==> src/rtl/abs_share_pkg.sv <==
// abs_share_pkg
//   Shared definitions for the absolute-value sharing arbiter:
//     ABS_DW     - default operand/result width
//     rr_pick_t  - result of a round-robin search (found flag + winner index)
//     rr_pick()  - round-robin winner search over up to 16 requesters
//     abs_res_t  - contents of the registered result slot {data, id, ovf}
package abs_share_pkg;

   localparam int ABS_DW  = 32;
   localparam int MAX_REQ = 16;

   typedef struct packed {
      logic       found;
      logic [3:0] idx;
   } rr_pick_t;

   typedef struct packed {
      logic [ABS_DW-1:0] data;
      logic [3:0]        id;
      logic              ovf;
   } abs_res_t;

   // Round-robin search: first set bit of valid at or after ptr, wrapping at num.
   // Offsets are scanned from high to low so the smallest offset is the last
   // (and therefore winning) assignment.
   function automatic rr_pick_t rr_pick(input logic [15:0] valid,
                                        input logic [4:0]  num,
                                        input logic [3:0]  ptr);
      rr_pick_t   res;
      logic [4:0] off;
      logic [4:0] k;
      res = '0;
      for (int i = MAX_REQ - 1; i >= 0; i--) begin
         off = 5'(i);
         k   = {1'b0, ptr} + off;
         if (k >= num) begin
            k = k - num;
         end else begin
            k = k;
         end
         if ((off < num) && valid[k[3:0]]) begin
            res.found = 1'b1;
            res.idx   = k[3:0];
         end else begin
            res = res;
         end
      end
      return res;
   endfunction

endpackage

==> src/rtl/abs_dp.sv <==
// abs_dp
//   Purely combinational two's-complement absolute value.
//   Ports:
//     x_i      in  DW  operand
//     sat_en_i in  1   1: the most negative operand saturates to the maximum
//                      positive value; 0: it wraps to itself
//     y_o      out DW  |x|
//     ovf_o    out 1   operand was the most negative value
module abs_dp
   import abs_share_pkg::*;
#(
   parameter int DW = ABS_DW
) (
   input  logic [DW-1:0] x_i,
   input  logic          sat_en_i,
   output logic [DW-1:0] y_o,
   output logic          ovf_o
);

   localparam logic [DW-1:0] MIN_V = {1'b1, {(DW-1){1'b0}}};
   localparam logic [DW-1:0] MAX_V = {1'b0, {(DW-1){1'b1}}};

   logic          neg_s;
   logic [DW-1:0] wrap_s;

   assign neg_s  = x_i[DW-1];
   // Conditional one's complement plus the sign bit as carry-in.
   assign wrap_s = (x_i ^ {DW{neg_s}}) + {{(DW-1){1'b0}}, neg_s};
   assign ovf_o  = (x_i == MIN_V);
   assign y_o    = (sat_en_i && ovf_o) ? MAX_V : wrap_s;

endmodule

==> src/rtl/abs_share_arbiter.sv <==
// abs_share_arbiter
//   Shares one absolute-value datapath between NUM_REQ requesters using a
//   round-robin arbiter and a single registered, tagged result slot.
//   Build option: define ABS_SHARE_SAT_EN to saturate the most negative
//   operand to the maximum positive value instead of wrapping.
//   Ports:
//     clk, rst     clock, asynchronous active-high reset
//     req_valid_i  NUM_REQ     per-requester operand valid
//     req_data_i   NUM_REQ*DW  packed operands, requester k at [k*DW +: DW]
//     req_ready_o  NUM_REQ     per-requester accept (one-hot or zero)
//     res_valid_o  1           result slot occupied
//     res_ready_i  1           consumer accepts result
//     res_data_o   DW          |operand|
//     res_id_o     IDW         requester that produced res_data_o
//     res_ovf_o    1           operand was the most negative value
module abs_share_arbiter
   import abs_share_pkg::*;
#(
   parameter  int NUM_REQ = 4,
   parameter  int DW      = ABS_DW,
   localparam int IDW     = $clog2(NUM_REQ)
) (
   input  logic                  clk,
   input  logic                  rst,
   input  logic [NUM_REQ-1:0]    req_valid_i,
   input  logic [NUM_REQ*DW-1:0] req_data_i,
   output logic [NUM_REQ-1:0]    req_ready_o,
   output logic                  res_valid_o,
   input  logic                  res_ready_i,
   output logic [DW-1:0]         res_data_o,
   output logic [IDW-1:0]        res_id_o,
   output logic                  res_ovf_o
);

`ifdef ABS_SHARE_SAT_EN
   localparam logic SAT_EN = 1'b1;
`else
   localparam logic SAT_EN = 1'b0;
`endif

   abs_res_t       res_q, res_d;
   logic           valid_q, valid_d;
   logic [IDW-1:0] ptr_q, ptr_d;

   rr_pick_t       pick_s;
   logic [IDW-1:0] g_s;
   logic           free_s;
   logic           grant_s;
   logic [DW-1:0]  op_s;
   logic [DW-1:0]  dp_y_s;
   logic           dp_ovf_s;
   logic           unused_s;

   assign pick_s  = rr_pick(16'(req_valid_i), 5'(NUM_REQ), 4'(ptr_q));
   assign g_s     = pick_s.idx[IDW-1:0];
   assign free_s  = !valid_q || res_ready_i;
   // The winner is always a valid requester, so a grant is also a transfer.
   assign grant_s = free_s && pick_s.found && !rst;
   assign op_s    = req_data_i[g_s*DW +: DW];

   assign req_ready_o = grant_s ? (NUM_REQ'(1) << g_s) : '0;

   abs_dp #(.DW(DW)) u_dp (
      .x_i      (op_s),
      .sat_en_i (SAT_EN),
      .y_o      (dp_y_s),
      .ovf_o    (dp_ovf_s)
   );

   // Next-state for the result slot and the round-robin pointer.
   always_comb begin
      res_d   = res_q;
      valid_d = valid_q;
      ptr_d   = ptr_q;
      if (grant_s) begin
         res_d.data = ABS_DW'(dp_y_s);
         res_d.id   = 4'(g_s);
         res_d.ovf  = dp_ovf_s;
         valid_d    = 1'b1;
         if (g_s == IDW'(NUM_REQ - 1)) begin
            ptr_d = '0;
         end else begin
            ptr_d = g_s + IDW'(1);
         end
      end else if (valid_q && res_ready_i) begin
         // Drain: payload is retained, only the occupancy flag clears.
         valid_d = 1'b0;
      end else begin
         valid_d = valid_q;
      end
   end

   // Result slot and pointer registers.
   always_ff @(posedge clk or posedge rst) begin
      if (rst) begin
         res_q   <= '0;
         valid_q <= 1'b0;
         ptr_q   <= '0;
      end else begin
         res_q   <= res_d;
         valid_q <= valid_d;
         ptr_q   <= ptr_d;
      end
   end

   assign res_valid_o = valid_q;
   assign res_data_o  = DW'(res_q.data);
   assign res_id_o    = res_q.id[IDW-1:0];
   assign res_ovf_o   = res_q.ovf;

   // Index fields are sized for the largest configuration; upper bits are idle here.
   assign unused_s = ^{pick_s.idx, res_q.id};

endmodule

==> config.mk <==
export PLATFORM = sky130hd
export DESIGN_NAME = abs_share_arbiter
export DESIGN_NICKNAME = d
export VERILOG_FILES = /design/src/rtl/abs_share_pkg.sv /design/src/rtl/abs_dp.sv /design/src/rtl/abs_share_arbiter.sv
export SDC_FILE = /design/constraint.sdc
export NUM_CORES = 1
export LEC_CHECK = 0
export BUFFER_PORTS_ARGS = -buffer_cell sky130_fd_sc_hd__buf_2
export CAP_MARGIN = 20
export CORE_MARGIN = 2
export CORE_UTILIZATION = 56
export CTS_BUF_LIST = sky130_fd_sc_hd__clkbuf_8
export DETAILED_ROUTE_END_ITERATION = 16
export GPL_ROUTABILITY_DRIVEN = 0
export PLACE_DENSITY = 0.89
export SYNTH_ARGS = -nofsm -noshare
export SYNTH_HDL_FRONTEND = slang
export SYNTH_HIERARCHICAL = 1
export SYNTH_SLANG_ARGS = --single-unit
==> constraint.sdc <==
create_clock -name clk -period 9.4 [get_ports clk]
set_input_delay 0.47 -clock clk [delete_from_list [all_inputs] [get_ports clk]]
set_output_delay 0.47 -clock clk [all_outputs]
set_load 0.05 [all_outputs]
==> run_results.csv, run 1 <==
group,metric,value,unit
logic_synthesis,synth_area,4730,µm²
critical_path,r2r_cells,16,
floorplanning,std_cell_rows,33,
layout,multi_input_area,3470,µm²
logic_synthesis,syn-mean-instance-area,9.17,µm²
floorplanning,die_x,95.9,µm
cts,hold_buffers,0,
cts,cts_buffers,5,
route,route.vias.total,4851,
cts,cts_max_path_buffers,2,
cts,clk_latency,0.28,ns
sta,drv_slew,0,
sta,relSlewSlack,27.9,%
global_routing,overflow,0,
critical_path,reg2reg_to,"res_data_o[24]$_DFFE_PP0P_",
sta,fmax,159,MHz
sta,setup_viol,0,
sta,skew,0.00176,ns
sta,fin_crit,6.30,ns
route,drt_wl_total,14300,µm
floorplanning,core_area,8220,µm²
critical_path,arrival,6.47,ns
cts,clock-sinks,38,
floorplanning,num_io_pins,175,
critical_path,end_kind,"register",
logic_synthesis,synth-main-ff-cell,"dfrtp_1",
cts,clk_pin_slew,0.08,ns
cts,cts_resized,0,
layout,drive_gt1_share,32.2,%
route,initialDrtViolationCount,443,
logic_synthesis,yosysWarnings,6,
placed_design,hpwlAfterDp,11200,µm
logic_synthesis,yosysSeqAreaShare,20.1,%
global_routing,grt_pass1_vias,4961,
floorplanning,dieHeight,95.9,µm
global_routing,grt_usage,31.2,%
placed_design,pre_cts_ws,3.20,ns
critical_path,critical_path.max_fanout,61,
layout,regArea,951,µm²
sta,tightest_slew,1.08,ns
floorplanning,initial_utilization,57.6,%
logic_synthesis,synthCells,516,
route,post-route-drc-count,0,
layout,utilization,68.6,%
critical_path,critical_path_required,9.57,ns
global_routing,antenna_found_initial,0,
sta,final_hold_viol_count,0,
floorplanning,dieArea,9200,µm²
layout,nets,803,
cts,htreeDepth,2,
worst_hold_path,hold_class,"input port to asynchronous set/reset pin",
sta,fin_setup_tns,0,ns
global_routing,grt_start_max_net_pins,62,
logic_synthesis,async_flop_share,100,%
cts,postCtsSetupBuffers,0,
route,ant_nets,0,
layout,antennaDiodeCount,0,
cts,cts_tree,"built",
critical_path,cp-start-kind,"register",
critical_path,rrSetupSlack,3.10,ns
logic_synthesis,synth_top_area_share,21.8,%
sta,finalCritPeriodShare,67.0,%
route,firstDrtPassIters,6,
outcome,status,"complete, no violations",
global_routing,grt_first_pass_wirelength,22800,µm
layout,synthToLayoutAreaGrowth,19.2,%
logic_synthesis,synth_edf_count,0,
cts,cts_root_buffer,"clkbuf_8",
critical_path,path_class,"register to register",
route,wl_per_cell,18.7,µm
logic_synthesis,synthDistinctLibCells,72,
logic_synthesis,synth_seq_cells,38,
sta,rsz0062_at_grt,"no",
placed_design,numPortBuffers,174,
critical_path,worstSetupStartpoint,"ptr_q[0]$_DFFE_PP0P_",
job,drv_cap,0,
layout,nFillCells,660,
critical_path,r2r_start,"ptr_q[0]$_DFFE_PP0P_",
sta,hold_ws,0.302,ns
sta,setup_slack,3.10,ns
logic_synthesis,synth_top_cells_by_area,"mux2i_1 22%, dfrtp_1 20%, mux2_1 8.6%",
logic_synthesis,yosys.area.top_type,"mux2i_1",
route,drt-vias-per-instance,6.33,
routing by layer:
metal | share of wire [%] | vias to the layer above | GRT usage (%) | wire [µm]
li1 | - | 2218 | - | -
met1 | 37 | 2281 | 35.7 | 5350
met2 | 50 | 297 | 54.5 | 7090
met3 | 9.2 | 55 | 6.89 | 1310
met4 | 3.7 | 0 | 16.1 | 533
met5 | 0 | - | 0 | 0
registers in the layout, indices dropped and copies added (netlist names):
signal       cells
res_ovf_o        1
res_data_o      32
res_id_o         2
res_valid_o      1
ptr_q            2
cells in the mapped netlist, drive strengths merged (5+ instances only):
cell type and n:
ha 8, and3 8, inv 12, nand2 26, and4b 5, nand3 10, dfrtp 38, nor3 18
clkbuf 15, nor2 15, nor4b 7, o21ai 20, a21oi 13, nor2b 6, nor4 15, nand2b 8
a22oi 6, mux2 40, mux2i 103, xor2 20, nand3b 6, xnor2 16, nand4 8, or3 7
buf 27
kinds of logic after synthesis:
| family | Yosys count | synth area share [%] |
|---|---|---|
| simple gates | 156 | 20.2 |
| mux | 144 | 31.8 |
| compound gates | 79 | 11.8 |
| buf+inv | 54 | 7.17 |
| flops | 38 | 20.1 |
| xor+xnor | 36 | 6.66 |
| fa+ha+maj | 8 | 2.12 |
| other cells | 1 | 0.0793 |
critical path: stages (launching register included):
cell,delay (ns)
dfrtp_1,0.64
inv_1,0.17
ha_1,0.44
or3_4,0.44
a211o_1,0.34
o211ai_4,0.28
buf_4,0.75
mux2i_1,0.24
mux2i_4,0.17
buf_4,0.56
ha_1,0.40
ha_1,0.35
a21bo_1,0.36
or3_4,0.43
o21ai_0,0.18
o211ai_1,0.11
mux2_1,0.29
worst max-delay path by stage:
stage / to / slack (ns) / cells past startpoint
6_report: res_data_o[24]$_DFFE_PP0P_ / 3.10 / 16
5_1_grt: res_data_o[24]$_DFFE_PP0P_ / 2.76 / 16
4_1_cts: res_data_o[24]$_DFFE_PP0P_ / 3.17 / 16
3_5_place_dp: res_data_o[24]$_DFFE_PP0P_ / 3.20 / 16
3_3_place_gp: res_data_o[28]$_DFFE_PP0P_ / 3.47 / 16
2_1_floorplan: res_data_o[24]$_DFFE_PP0P_ / 4.11 / 23
final cells by class:
class	instances	area share (%)
flip-flops and latches	38	16.9
clock inverters	2	1.06
repair buffers	178	16.0
well taps	105	2.33
inverters	12	0.799
multi-input cells	425	61.5
clock buffers	6	1.46
cell usage in the layout (no fill, tap or decap), drive strengths merged, types with 13 or more instances in the layout:
cell type,instances
nor2,15
o21ai,20
buf,178
dfrtp,38
nor4,15
xor2,20
a21oi,13
xnor2,16
nand2,26
mux2i,103
mux2,40
nor3,18
per-stage QoR:
| stage | instance area (µm²) | instances |
|---|---|---|
| after CTS | 5640 | 766 |
| after global routing | 5640 | 766 |
| after floorplan | 4730 | 517 |
| final | 5640 | 766 |
| after global placement | 5500 | 758 |
| after detailed placement | 5500 | 758 |
Power of run 1 is not shown: default switching activity piles up to over one toggle a cycle in this logic, so the estimate is an artifact.
==> run 2, diff against run 1 <==
- ABC_AREA: default -> 1
- CORE_UTILIZATION: 56 -> 48
- PLACE_DENSITY: 0.89 -> 0.8
- clock period: 9.4 -> 5.7 ns (I/O delays scaled with it)
==> run 2 against run 1 <==
Against the previous run:
- worst hold slack got worse by 0.21 ns
- first-iteration DRC count decreased by 2.9%
- design area increased by 7.1%
- sequential cell count unchanged
- non-clock buffer count increased by 3
- synthesized area increased by 7.1%
- utilization decreased by 9.9 points
- via count increased by 30%
- die area increased by 24%
- clock skew increased by 0.0090 ns
- sequential share of layout area decreased by 1.1 points
- global-route usage decreased by 3.3 points
- highest routed layer unchanged
==> run_results.csv, run 2 <==
group,metric,value,unit
logic_synthesis,synth_top_area_share,28.7,%
floorplanning,dieArea,11400,µm²
floorplanning,std_cell_rows,37,
logic_synthesis,synthDistinctLibCells,28,
logic_synthesis,async_flop_share,100,%
layout,mostFrequentLayoutCells,"385 x nand2_1, 197 x inv_1, 183 x nand3_1, 174 x buf_2, 45 x nor2_1",
layout,nets,1261,
sta,setup_viol,0,
global_routing,grt_first_pass_wirelength,26100,µm
layout,synthToLayoutAreaGrowth,19.3,%
floorplanning,initial_utilization,49.3,%
critical_path,critical_path.max_fanout,64,
job,drv_cap,0,
placed_design,numPortBuffers,174,
global_routing,antenna_found_initial,0,
layout,antennaDiodeCount,0,
logic_synthesis,synth_edf_count,0,
worst_hold_path,hold_class,"input port to asynchronous set/reset pin",
placed_design,hpwlAfterDp,12500,µm
route,ant_nets,0,
layout,drive_gt1_share,19.7,%
critical_path,end_kind,"register",
logic_synthesis,yosys.area.top_type,"nand2_1",
route,drt_wl_total,15600,µm
critical_path,path_class,"register to register",
cts,clk_pin_slew,0.08,ns
logic_synthesis,yosysSeqAreaShare,18.8,%
critical_path,critical_path_required,5.88,ns
cts,cts_buffers,5,
global_routing,grt_start_max_net_pins,66,
layout,final_common_cell,"nand2_1",
logic_synthesis,syn-mean-instance-area,5.22,µm²
cts,clock-sinks,38,
route,wl_per_cell,12.4,µm
sta,tightest_slew,0.858,ns
sta,final_hold_viol_count,0,
critical_path,reg2reg_to,"res_data_o[29]$_DFFE_PP0P_",
logic_synthesis,synth_area,5060,µm²
global_routing,overflow,0,
critical_path,cp-start-kind,"register",
critical_path,arrival,4.60,ns
cts,cts_max_path_buffers,2,
cts,cts_tree,"built",
sta,relSlewSlack,42.7,%
logic_synthesis,synthCells,970,
cts,cts_root_buffer,"clkbuf_8",
cts,cts_resized,0,
floorplanning,num_io_pins,175,
sta,skew,0.0107,ns
route,post-route-drc-count,0,
logic_synthesis,synth_most_common_cell,"nand2_1",
floorplanning,core_area,10300,µm²
cts,htreeDepth,2,
sta,fmax,226,MHz
sta,rsz0062_at_grt,"no",
global_routing,grt_pass1_vias,5755,
cts,clk_latency,0.29,ns
route,route.vias.total,6286,
layout,utilization,58.8,%
route,initialDrtViolationCount,430,
global_routing,grt_usage,27.9,%
layout,largest_reg_flops,32,
sta,drv_slew,0,
layout,nFillCells,1072,
route,firstDrtPassIters,5,
critical_path,r2r_start,"ptr_q[0]$_DFFE_PP0P_",
logic_synthesis,yosysWarnings,6,
logic_synthesis,synth_top_cells_by_area,"nand2_1 29%, dfrtp_1 19%, nand3_1 18%",
critical_path,rrSetupSlack,1.28,ns
floorplanning,dieHeight,107,µm
critical_path,r2r_cells,25,
cts,hold_buffers,0,
logic_synthesis,yosys-top-cells-count,"387 x nand2_1, 197 x inv_1, 183 x nand3_1",
sta,finalCritPeriodShare,77.5,%
sta,fin_crit,4.42,ns
cts,postCtsSetupBuffers,0,
route,drt-vias-per-instance,5.01,
logic_synthesis,synth_seq_cells,38,
logic_synthesis,synth-main-ff-cell,"dfrtp_1",
outcome,status,"complete, no violations",
sta,fin_setup_tns,0,ns
floorplanning,die_x,107,µm
-- run 2: changes by cell type after synthesis, sizes merged, moves of 11 or more --
cell	previous run	this run
xor2	20	6
buf	27	39
nor3	18	3
mux2	40	0
nand3	10	184
xnor2	16	3
a21oi	13	2
nand2	26	399
nor4	15	0
mux2i	103	0
inv	12	201
clkbuf	15	2
nor2	15	56
-- run 2: kinds of logic (layout without fill, tap and decap cells) --
| logic type | after synthesis | after routing | synth area share (%) |
|---|---|---|---|
| AND/OR/NAND/NOR | 655 | 655 | 55.5 |
| buffers and inverters | 242 | 390 | 20.2 |
| flip-flops | 38 | 38 | 18.8 |
| AO/OA/AOI/OAI | 17 | 17 | 1.95 |
| XOR/XNOR | 9 | 9 | 1.56 |
| adder cells (fa/ha/maj) | 8 | 8 | 1.98 |
| other | 1 | 2 | 0.0740 |
-- run 2: area by class of cell --
cell class | instances | area, µm² | share of cell area [%]
multi-input cells | 691 | 3100 | 51.3
inverters | 201 | 754 | 12.5
repair buffers | 181 | 923 | 15.3
clock inverters | 2 | 60.1 | 0.994
well taps | 136 | 170 | 2.82
flip-flops and latches | 38 | 951 | 15.7
clock buffers | 6 | 82.6 | 1.37
-- run 2: worst max-delay path, stage by stage (launching register included) --
cell,delay (ns)
dfrtp_1,0.53
inv_2,0.15
ha_1,0.39
inv_1,0.09
nand3_1,0.10
nand3_2,0.11
nand2_1,0.08
nand2_1,0.06
nand2_2,0.07
buf_4,0.49
nand3_1,0.14
nand3_1,0.12
nand2_1,0.06
buf_4,0.23
inv_2,0.36
nand2_1,0.17
nand2_1,0.15
nand2_1,0.08
nor2_1,0.16
nand2_1,0.10
nor2_2,0.24
nand2_1,0.10
nand2_1,0.07
nand3_1,0.08
nand2_1,0.08
nand2_1,0.05
-- run 2: worst max path at each step --
stage                         startpoint                         end  slack (ns)  cells after the start
finish              ptr_q[0]$_DFFE_PP0P_  res_data_o[29]$_DFFE_PP0P_        1.28                     25
global route        ptr_q[0]$_DFFE_PP0P_  res_data_o[13]$_DFFE_PP0P_        0.82                     24
CTS                 ptr_q[0]$_DFFE_PP0P_  res_data_o[29]$_DFFE_PP0P_        1.39                     25
detailed placement  ptr_q[0]$_DFFE_PP0P_  res_data_o[29]$_DFFE_PP0P_        1.40                     25
global placement    ptr_q[0]$_DFFE_PP0P_  res_data_o[29]$_DFFE_PP0P_        1.57                     25
floorplan           ptr_q[0]$_DFFE_PP0P_  res_data_o[30]$_DFFE_PP0P_        2.31                     26
-- run 2: metrics by stage --
step,std cells,hold WS (ns),setup slack [ns],area [µm²]
2_1_floorplan,971,0.381,2.31,5070
3_3_place_gp,1247,0.428,1.57,5900
3_5_place_dp,1247,0.426,1.40,5900
4_1_cts,1255,0.106,1.39,6040
5_1_grt,1255,0.147,0.821,6040
6_report,1255,0.0885,1.28,6040
-- run 2: layer usage --
metal	GRT usage, %	wire length (µm)
met1	36.7	6410
met2	48.0	7290
met3	2.74	1460
met4	9.28	424
met5	0	0
Power of run 2 is left out for the same reason.
==> run 3, diff against run 2 <==
- CORE_UTILIZATION: 48 -> 53
- PLACE_DENSITY: 0.8 -> 0.84
- clock period: 5.7 -> 4.12 ns (I/O delays scaled with it)
==> run 3 against run 2 <==
Against the previous run:
- wire length is 5.9% lower
- sequential cell count stayed put
- setup slack worse by 0.86 ns
- die area is 9.1% lower
- critical endpoint is now res_data_o[27]$_DFFE_PP0P_
- highest routed layer unchanged
==> run_results.csv, run 3 (synthesis gave the netlist of run 2 again) <==
group,metric,value,unit
cts,cts_tree,"built",
layout,instances_no_fill,1252,
critical_path,cp_top_family,"simple AND/OR/NAND/NOR gates",
critical_path,r2r_start,"ptr_q[0]$_DFFE_PP0P_",
global_routing,grt_usage,29.1,%
placed_design,hpwlAfterDp,12000,µm
placed_design,post-place-cells,1245,
layout,nFillCells,930,
cts,cts_buffers,5,
global_routing,grt_start_max_net_pins,47,
cts,hold_buffers,0,
critical_path,r2r_cells,24,
critical_path,path_class,"register to register",
sta,drv_slew,0,
critical_path,critPathMaxStageDelay,0.46,ns
floorplanning,num_io_pins,175,
floorplanning,core_area,9240,µm²
critical_path,cp_cell_sequence,"inv_2 > ha_1 > inv_1 > nand3_1 > nand3_2 > a21oi_1 > nand2_2 > nand2_2 > buf_6 > nand2_1 > nand3_1 > nand2_1 > inv_1 > nand2_1 > nand2_1 > nand2_1 > nor2_1 > nand2_1 > nor2_1 > nand2_1 > nand2_1 > nand3_1 > nand2_1 > nand2_1",
worst_hold_path,hold_class,"input port to asynchronous set/reset pin",
global_routing,overflow,0,
critical_path,critical_path.max_fanout,46,
cts,cts_resized,0,
critical_path,cp-start-kind,"register",
layout,antennaDiodeCount,0,
critical_path,reg2reg_to,"res_data_o[27]$_DFFE_PP0P_",
layout,nets,1266,
sta,rsz0062_at_grt,"no",
global_routing,grt_first_pass_wirelength,24600,µm
sta,fmax,270,MHz
critical_path,critical_path.slowest_cell,"dfrtp_2",
layout,synthToLayoutAreaGrowth,18.9,%
floorplanning,initial_utilization,54.8,%
sta,relSlewSlack,47.5,%
layout,largest_reg_flops,32,
route,firstDrtPassIters,8,
sta,skew,0.00611,ns
cts,clock-sinks,38,
route,route.vias.total,6272,
critical_path,path_buf_inv,4,
route,drt-vias-per-instance,5.01,
placed_design,numPortBuffers,174,
global_routing,grt_pass1_vias,5418,
critical_path,arrival,3.87,ns
cts,clk_pin_slew,0.07,ns
sta,setup_viol,0,
layout,final_common_cell,"nand2_1",
outcome,status,"complete, no violations",
cts,cts_root_buffer,"clkbuf_8",
critical_path,critical_path_required,4.29,ns
layout,mostFrequentLayoutCells,"385 x nand2_1, 197 x inv_1, 183 x nand3_1, 174 x buf_2, 45 x nor2_1",
sta,final_hold_viol_count,0,
critical_path,path_common_cell,"nand2_1",
sta,fin_setup_tns,0,ns
job,drv_cap,0,
cts,cts_max_path_buffers,2,
cts,clk_latency,0.28,ns
floorplanning,die_x,102,µm
sta,tightest_slew,0.785,ns
floorplanning,dieHeight,102,µm
route,drt_wl_total,14700,µm
floorplanning,dieArea,10400,µm²
route,ant_nets,0,
layout,drive_gt1_share,20.1,%
critical_path,end_kind,"register",
route,wl_per_cell,11.7,µm
floorplanning,std_cell_rows,35,
cts,htreeDepth,2,
route,initialDrtViolationCount,495,
cts,postCtsSetupBuffers,0,
sta,fin_crit,3.70,ns
global_routing,antenna_found_initial,0,
sta,finalCritPeriodShare,89.9,%
sta,hold_ws,0.0195,ns
critical_path,rrSetupSlack,0.42,ns
route,post-route-drc-count,0,
-- run 3: changes by cell type in the layout (fill, tap and decap cells not counted) --
| cell | change |
|---|---|
| clkinv_2 | +2 |
| dfrtp_2 | +1 |
| dfrtp_1 | -1 |
| clkbuf_8 | -1 |
| inv_2 | -1 |
| buf_4 | +2 |
| bufinv_16 | -2 |
| buf_6 | +3 |
| inv_4 | +1 |
-- run 3: routing by layer --
metal	up-vias	wire length, µm	global-route usage, %
met5	-	0	0
met4	0	361	8.94
met3	26	1290	3.17
met2	327	6580	47.5
met1	2698	6440	40.4
li1	3221	-	-
-- run 3: layout make-up --
type                       instances  area (µm²)  share of cell area (%)
sequential                        38         952                    15.8
clock buffer                       5        68.8                    1.14
timing repair buffer             186         972                    16.1
tap                              129         161                    2.68
clock inverter                     2        10.0                   0.166
inverter                         201         757                    12.6
multi-input combinational        691        3100                    51.5
-- run 3: per-stage QoR --
stage                     area (µm²)  utilization (%)  worst slack (ns)
after global routing            6020             65.2            0.0155
final                           6020             65.2             0.417
after CTS                       6010             65.0             0.296
after global placement          5930             64.2             0.417
after detailed placement        5930             64.2             0.305
after floorplan                 5070                -             0.732
-- run 3: worst reg2reg max path, cell delays in order, from the launching register on --
cell     delay (ns)
dfrtp_2        0.46
inv_2          0.12
ha_1           0.35
inv_1          0.08
nand3_1        0.09
nand3_2        0.10
a21oi_1        0.17
nand2_2        0.11
nand2_2        0.17
buf_6          0.32
nand2_1        0.09
nand3_1        0.09
nand2_1        0.11
inv_1          0.10
nand2_1        0.05
nand2_1        0.17
nand2_1        0.13
nor2_1         0.25
nand2_1        0.15
nor2_1         0.17
nand2_1        0.06
nand2_1        0.06
nand3_1        0.09
nand2_1        0.08
nand2_1        0.05
-- run 3: worst max path at each step --
stage / cells after the start / slack (ns) / end / from
2_1_floorplan: 26 / 0.73 / res_data_o[30]$_DFFE_PP0P_ / ptr_q[0]$_DFFE_PP0P_
3_3_place_gp: 24 / 0.42 / res_data_o[25]$_DFFE_PP0P_ / ptr_q[0]$_DFFE_PP0P_
3_5_place_dp: 24 / 0.30 / res_data_o[27]$_DFFE_PP0P_ / ptr_q[0]$_DFFE_PP0P_
4_1_cts: 24 / 0.30 / res_data_o[27]$_DFFE_PP0P_ / ptr_q[0]$_DFFE_PP0P_
5_1_grt: 25 / 0.02 / res_data_o[28]$_DFFE_PP0P_ / ptr_q[0]$_DFFE_PP0P_
6_report: 24 / 0.42 / res_data_o[27]$_DFFE_PP0P_ / ptr_q[0]$_DFFE_PP0P_
Power of run 3 is left out for the same reason.
